--- config.mk ---
export PLATFORM = sky130hd
export DESIGN_NAME = pkt_write_ctl
export DESIGN_NICKNAME = d
export VERILOG_FILES = /design/src/rtl/pkt_write_ctl.sv
export SDC_FILE = /design/constraint.sdc
export NUM_CORES = 1
export LEC_CHECK = 0
export CORE_MARGIN = 2
export CORE_UTILIZATION = 40
export CTS_CLUSTER_DIAMETER = 120
export CTS_CLUSTER_SIZE = 25
export DETAILED_ROUTE_END_ITERATION = 6
export GPL_TIMING_DRIVEN = 0
export HOLD_SLACK_MARGIN = 0.15
export PLACE_DENSITY = 0.75
export SLEW_MARGIN = 40
export SYNTH_ARGS = -nofsm -noshare
export SYNTH_HDL_FRONTEND = slang
export SYNTH_SLANG_ARGS = --single-unit
--- constraint.sdc ---
create_clock -name i_clk -period 4.8 [get_ports i_clk]
set_clock_uncertainty 0.2 [all_clocks]
set_input_delay 1.44 -clock i_clk [delete_from_list [all_inputs] [get_ports i_clk]]
set_output_delay 1.44 -clock i_clk [all_outputs]
set_load 0.05 [all_outputs]
--- src/rtl/pkt_write_ctl.sv ---
// Packet ingress write controller.
// Asks the SRAM allocator for a contiguous region for each packet, writes the packet beats into
// it at consecutive word addresses, then hands a descriptor (start, written length, error) on.
// Packets that cannot be placed (no space, or zero declared length) are drained and counted.
module pkt_write_ctl #(
    parameter int unsigned ADDR_W = 12,
    parameter int unsigned DATA_W = 64,
    parameter int unsigned LEN_W  = 8,
    parameter int unsigned CNT_W  = 16
) (
    input  logic              i_clk,
    input  logic              i_rst_n,
    // packet stream
    input  logic              i_in_valid,
    output logic              o_in_ready,
    input  logic              i_in_sop,
    input  logic              i_in_eop,
    input  logic [LEN_W-1:0]  i_in_len,
    input  logic [DATA_W-1:0] i_in_data,
    // allocator
    output logic              o_alloc_req,
    output logic [LEN_W-1:0]  o_alloc_size,
    input  logic              i_alloc_gnt,
    input  logic [ADDR_W-1:0] i_alloc_addr,
    input  logic              i_alloc_fail,
    // SRAM write port
    output logic              o_sram_we,
    output logic [ADDR_W-1:0] o_sram_addr,
    output logic [DATA_W-1:0] o_sram_wdata,
    // descriptor
    output logic              o_desc_valid,
    output logic [ADDR_W-1:0] o_desc_addr,
    output logic [LEN_W-1:0]  o_desc_len,
    output logic              o_desc_err,
    input  logic              i_desc_ready,
    // statistics
    output logic [CNT_W-1:0]  o_drop_cnt
);

    typedef enum logic [2:0] {
        StIdle,
        StAlloc,
        StWrite,
        StDrain,
        StDesc
    } state_t;

    state_t              r_state;
    logic [LEN_W-1:0]    r_len;
    logic [ADDR_W-1:0]   r_base;
    // One extra bit so over-long packets can be counted past len without wrapping.
    logic [LEN_W:0]      r_idx;
    logic                r_err;
    logic                r_in_ready;
    logic                r_alloc_req;
    logic                r_sram_we;
    logic [ADDR_W-1:0]   r_sram_addr;
    logic [DATA_W-1:0]   r_sram_wdata;
    logic                r_desc_valid;
    logic [ADDR_W-1:0]   r_desc_addr;
    logic [LEN_W-1:0]    r_desc_len;
    logic                r_desc_err;
    logic [CNT_W-1:0]    r_drop_cnt;

    logic                w_accept;
    logic [LEN_W:0]      w_idx_inc;
    logic [LEN_W:0]      w_len_ext;
    logic                w_in_range;
    logic [ADDR_W-1:0]   w_wr_addr;
    logic                w_beat_err;
    logic                w_len_mismatch;
    logic [LEN_W-1:0]    w_desc_len;
    logic [CNT_W-1:0]    w_drop_inc;

    // Beat bookkeeping derived from the current index, length and incoming beat.
    always_comb begin
        w_accept       = i_in_valid & r_in_ready;
        w_idx_inc      = (&r_idx) ? r_idx : r_idx + {{LEN_W{1'b0}}, 1'b1};
        w_len_ext      = {1'b0, r_len};
        w_in_range     = r_idx < w_len_ext;
        // Address arithmetic wraps modulo the SRAM size.
        w_wr_addr      = r_base + ADDR_W'(r_idx);
        // A beat past len, or a second sop inside the packet, marks the packet bad.
        w_beat_err     = !w_in_range || (i_in_sop && (r_idx != '0));
        w_len_mismatch = w_idx_inc != w_len_ext;
        // Written words are min(beats received, len).
        w_desc_len     = (w_idx_inc > w_len_ext) ? r_len : w_idx_inc[LEN_W-1:0];
        w_drop_inc     = (&r_drop_cnt) ? r_drop_cnt : r_drop_cnt + CNT_W'(1);
    end

    // Control FSM with all outputs registered.
    always_ff @(posedge i_clk) begin
        if (!i_rst_n) begin
            r_state      <= StIdle;
            r_len        <= '0;
            r_base       <= '0;
            r_idx        <= '0;
            r_err        <= 1'b0;
            r_in_ready   <= 1'b0;
            r_alloc_req  <= 1'b0;
            r_sram_we    <= 1'b0;
            r_sram_addr  <= '0;
            r_sram_wdata <= '0;
            r_desc_valid <= 1'b0;
            r_desc_addr  <= '0;
            r_desc_len   <= '0;
            r_desc_err   <= 1'b0;
            r_drop_cnt   <= '0;
        end else begin
            r_sram_we <= 1'b0;
            unique case (r_state)
                StIdle: begin
                    if (i_in_valid && i_in_sop && !r_in_ready) begin
                        // The sop beat stays on the bus; WRITE or DRAIN consumes it.
                        r_in_ready <= (i_in_len == '0);
                        if (i_in_len != '0) begin
                            r_len       <= i_in_len;
                            r_alloc_req <= 1'b1;
                            r_state     <= StAlloc;
                        end else begin
                            r_drop_cnt <= w_drop_inc;
                            r_state    <= StDrain;
                        end
                    end else begin
                        // Orphan beats are swallowed one at a time: ready rises a cycle
                        // after the orphan is seen and drops once it has been taken.
                        r_in_ready <= i_in_valid && !i_in_sop && !r_in_ready;
                    end
                end
                StAlloc: begin
                    if (i_alloc_gnt) begin
                        r_base      <= i_alloc_addr;
                        r_idx       <= '0;
                        r_err       <= 1'b0;
                        r_alloc_req <= 1'b0;
                        r_in_ready  <= 1'b1;
                        r_state     <= StWrite;
                    end else if (i_alloc_fail) begin
                        r_drop_cnt  <= w_drop_inc;
                        r_alloc_req <= 1'b0;
                        r_in_ready  <= 1'b1;
                        r_state     <= StDrain;
                    end
                end
                StWrite: begin
                    if (w_accept) begin
                        if (w_in_range) begin
                            r_sram_we    <= 1'b1;
                            r_sram_addr  <= w_wr_addr;
                            r_sram_wdata <= i_in_data;
                        end
                        r_idx <= w_idx_inc;
                        if (i_in_eop) begin
                            r_in_ready   <= 1'b0;
                            r_desc_valid <= 1'b1;
                            r_desc_addr  <= r_base;
                            r_desc_len   <= w_desc_len;
                            r_desc_err   <= r_err | w_beat_err | w_len_mismatch;
                            r_state      <= StDesc;
                        end else begin
                            r_err <= r_err | w_beat_err;
                        end
                    end
                end
                StDrain: begin
                    if (w_accept && i_in_eop) begin
                        r_in_ready <= 1'b0;
                        r_state    <= StIdle;
                    end
                end
                StDesc: begin
                    if (i_desc_ready) begin
                        r_desc_valid <= 1'b0;
                        r_state      <= StIdle;
                    end
                end
                default: begin
                    r_state <= StIdle;
                end
            endcase
        end
    end

    assign o_in_ready   = r_in_ready;
    assign o_alloc_req  = r_alloc_req;
    assign o_alloc_size = r_len;
    assign o_sram_we    = r_sram_we;
    assign o_sram_addr  = r_sram_addr;
    assign o_sram_wdata = r_sram_wdata;
    assign o_desc_valid = r_desc_valid;
    assign o_desc_addr  = r_desc_addr;
    assign o_desc_len   = r_desc_len;
    assign o_desc_err   = r_desc_err;
    assign o_drop_cnt   = r_drop_cnt;

endmodule
==> Word level (Yosys, flattened, before mapping) <==
Index checks and enable logic that the tools add are counted.
{ "totals": {"n_memories": 0, "latchBits": 0, "reg_bits": 150, "out_inout_bits": 125, "romBits": 0, "ram_bits": 0, "wordCells": 113} }
{ "op_classes": {"mul": 0, "eq_ne": 17, "bitwise_logic": 3, "reduce_logical": 32, "n_lt_le_gt_ge": 2, "add_sub_neg": 3, "n_mux": 41, "n_shift": 0, "div": 0} }
{ "op_table": {"columns": ["op", "n"], "rows": [
  ["$mux W16", 5],
  ["$pmux W16 S2", 1],
  ["$mux W9", 3],
  ["$ne A2 B2 Y1 const B", 11],
  ["$mux W3", 7],
  ["$pmux W9 S2", 1],
  ["$mux W1", 17],
  ["$add A16 B1 Y16 const B", 1],
  ["$reduce_and A16 Y1", 1],
  ["$pmux W3 S5", 1],
  ["$reduce_and A3 Y1", 5],
  ["$add A12 B9 Y12", 1],
  ["$reduce_and A4 Y1", 3],
  ["$reduce_and A5 Y1", 2],
  ["$add A9 B1 Y9 const B", 1],
  ["$gt A9 B8 Y1", 1],
  ["$lt A9 B8 Y1", 1],
  ["$ne A9 B8 Y1", 1],
  ["$reduce_and A9 Y1", 1],
  ["$reduce_bool A9 Y1", 1],
  ["$logic_not A8 Y1", 1],
  ["$mux W8", 1],
  ["$reduce_bool A8 Y1", 1],
  ["$eq A3 B2 Y1 const B", 2],
  ["16 further kinds", 28]
]} }

==> Longest topological paths before layout <==
{ "logic_depth": {"depth_word": 7, "ltp_mapped": 13} }

==> Least setup slack after synthesis <==
Ideal clock, no wire load.
{ "synth_timing": {"kind": "reg-to-reg", "startpoint": "register r_idx[1]", "endpoint": "register r_desc_len[5] (netlist: o_desc_len[5])", "path_stages_with_launch": 13, "slack_ns": 1.772, "required_time_ns": 4.477, "arrival_ns": 2.705, "n_path_buf": 1, "synth_period_minus_slack_ns": 3.028, "path_cell_list": "dfxtp_1 -> ha_1 -> nand2_1 -> nor3_4 -> mux2_2 -> ha_1 -> nand3b_1 -> a21oi_1 -> nor4_1 -> o31a_1 -> buf_4 -> mux2i_1 -> o21ai_0"} }
{ "synth_between": {"elab_chain_cells": 4} }
{ "synth_lines": {"columns": ["item", "line", "text"], "rows": [
  ["start: declaration", "52", "logic [LEN_W:0] r_idx;"],
  ["start signal: assignment", "152", "r_idx <= w_idx_inc;"],
  ["$add A9 B1 Y9 / $reduce_and A9 Y1 (equally long branches)", "78", "w_idx_inc = (&r_idx) ? r_idx : r_idx + {{LEN_W{1'b0}}, 1'b1};"],
  ["$mux W9 (*)", "78", null],
  ["$gt A9 B8 Y1", "87", "w_desc_len = (w_idx_inc > w_len_ext) ? r_len : w_idx_inc[LEN_W-1:0];"],
  ["$mux W8 (*)", "87", null],
  ["end signal: assignment", "157", "r_desc_len <= w_desc_len;"],
  ["end: declaration", "61", "logic [LEN_W-1:0] r_desc_len;"]
]} }
Every way passes the cells marked *; elsewhere a longest branch is shown, timed or not.
A chain may end at the register's enable or synchronous reset.

==> Final worst setup path <==
{ "layout_timing": {"startpoint": "register r_idx[0]", "endpoint": "register r_desc_len[4] (netlist: o_desc_len[4])"} }
The elaborated chain is that of the path after synthesis.

==> run metrics <==
Mapped Area=about 0.0067 sq mm; yosys warns=0; setup bufs post-CTS=0; Post-synth EDFFs=0; vias in the first global route=6233; largest area contributor in the netlist=dfxtp_1; Hold WC Path Type=flip-flop to flip-flop; Initial DRC Count=364; post-route ant nets=0; remaining global-route overflow=0; area grow syn2layout=45.94%; CP endpoint=o_desc_len[4]; pre-CTS WS=1.082 ns; Die W=about 130 microns; worst-case clock buffer depth=2; clock buffer count from CTS=17; die area=0.01783 sq mm; initial antenna violation count=0; ys flop type=dfxtp_1; Core ar.=about 0.016 sq mm; Port Buffer Count=approximately 220; share of async-settable or async-resettable flops after synthesis=0%; Max Cap Viol=0; Yosys reg bits=150; leakage=approximately 0.0036 uW; number of I/O pins=approximately 220; clock latency on the worst-skew pair=~0.42 ns; post-route DRC violation count=0; Initial Utilization=between 40 and 50%; clock root cell=clkbuf_16; routed len/inst=~16 microns; Syn Area/Cell=8.165 sq um; CTS tree=built; Setup TNS=0 ns; R2R depth=12; run status=finished clean; hold_sp=o_sram_addr[0]; RR Startpoint=r_idx[0]; Crit path required time=between 4 and 5 ns; Diodes inserted=0; drt via density=5.091; Seq/Total Area, Yosys=~45%; crit-path max FO=9; Syn Nets=between 900 and 1000; Final nets=1177; crit path DAT=around 3.6 ns; # rows=47; Hold Violations, Final=0; fmax=~0.29 GHz; PD cells=between 300 and 400 mW/mm^2; dominant cells by area after synthesis=dfxtp_1, nand2_1, a21oi_1; clock transition at the registers of the reported paths=~0.06 ns; Synth Instances=822; RSZ-0062 raised after global routing=no; startpoint type of the worst setup path=flip-flop; critical path type=flip-flop to flip-flop; CP Launch Point=r_idx[0]; max-slew violations=0; setup ws final=1.356 ns; # clock sinks=150; slew margin rel.=between 50% and 60%; layout cells sized above 1=under 10%; routed wire length=between 20000 and 25000 microns; GRT Total Usage=between 20 and 25%; Final period util=a little under three quarters; unique cell type count in the Yosys netlist=57; CP endpoint kind=flip-flop; Post-CTS Hold Buffers=0; routability cong.=roughly 0.89; number of H-tree levels=4; Final min period=3.444 ns; reg2reg end=o_desc_len[4]; commonest cells after routing, fill and taps aside=clkdlybuf4s50_1, nand2_1, dfxtp_1; die height=roughly 130 microns; largest net degree at the start of global routing=17; hpwl dp=about 15000 microns; Initial DRT Pass Iterations=5; Worst-Margin Slew=around 0.7 ns; Final setup viols=0; detailed-route via count=6567; Fillers=1502; FF-to-FF setup slack=1.36 ns; maximum vdd drop=0.0002660 V; global-route wire length before repair=between 30000 and 40000 microns; most common cell after layout, fill and taps aside=clkdlybuf4s50_1; Yosys top cell area share=approximately 45%; total of cells resized after clock tree synthesis=0
Yosys cell counts, drive strengths merged, types with 9 or more instances:
cell type and n:
nand3 26, o21ai 24, mux2i 22, buf 20, clkbuf 24, xnor2 9, nor3 10, nand4 11
ha 27, nor2 57, nand2 212, a21oi 126, inv 15, dfxtp 150, xor2 13
sequential cells by signal, summed over array words and instances (netlist names), 3 cells and up:
signal / count
o_sram_addr: 12
r_state: 3
r_idx: 9
o_desc_addr: 12
o_drop_cnt: 16
o_sram_wdata: 64
o_desc_len: 8
o_alloc_size: 8
r_base: 12
cell type report:
cell class                 count  area (sq um)  share of cell area (%)
inverter                      16         60.06                  0.6132
timing repair buffer         216          2162                   22.07
tap                          220         275.3                   2.810
sequential                   150          3003                   30.66
multi-input combinational    612          3436                   35.08
clock buffer                  19         442.9                   4.522
buffer                        44         212.7                   2.172
clock inverter                13         202.7                   2.069
logic make-up after synthesis:
group	after synthesis	synth area share [%]
simple gates	358	24.31
compound gates	180	15.06
flops	150	44.74
buf+inv	60	4.064
fa+ha+maj	28	5.332
mux	24	3.617
xor+xnor	22	2.871
per-layer routing:
layer	vias up	GRT usage [%]	part of all wire (%)
met5	-	0	0
li1	3280	-	-
met1	3008	26.88	43
met2	234	39.20	48
met3	45	4.338	5.7
met4	0	9.634	3.1
worst min-delay path by stage:
stage                     depth (start not counted)  slack (ns)                to
final                                             2        0.25    o_sram_addr[0]
after floorplan                                   2        0.25    o_desc_addr[5]
after CTS                                         2        0.25  o_sram_wdata[54]
after global placement                            2        0.24  o_sram_wdata[58]
after detailed placement                          2        0.25  o_sram_wdata[45]
after global routing                              2        0.27  o_sram_wdata[35]
report_power, final:
part	internal (uW)	leakage, uW	switching, uW
Clock	934	0.000313	523
Sequential	1280	0.00121	36.7
Combinational	233	0.00203	320
Total	2450	0.00356	880
worst max-delay path, cell delays in order, from the launching register on:
cell	delay [ns]
dfxtp_1	0.46
ha_1	0.30
nand2_1	0.17
nor3_4	0.40
mux2_2	0.42
ha_1	0.30
nand3b_1	0.09
a21oi_1	0.06
nor4_1	0.24
o31a_1	0.17
buf_4	0.19
mux2i_1	0.21
a21oi_1	0.08
through the flow:
stage / utilization, % / power, uW / cell area (sq um) / cells / hold slack (ns)
floorplan: - / 1695 / 6711 / 822 / 0.2494
global placement: 55.56 / 1892 / 9149 / 1258 / 0.2412
detailed placement: 55.56 / 1899 / 9149 / 1258 / 0.2463
CTS: 59.48 / 3358 / 9794 / 1290 / 0.2541
global route: 59.48 / 3461 / 9794 / 1290 / 0.2684
finish: 59.48 / 3332 / 9794 / 1290 / 0.2526
(Power assumes the default switching activity.)
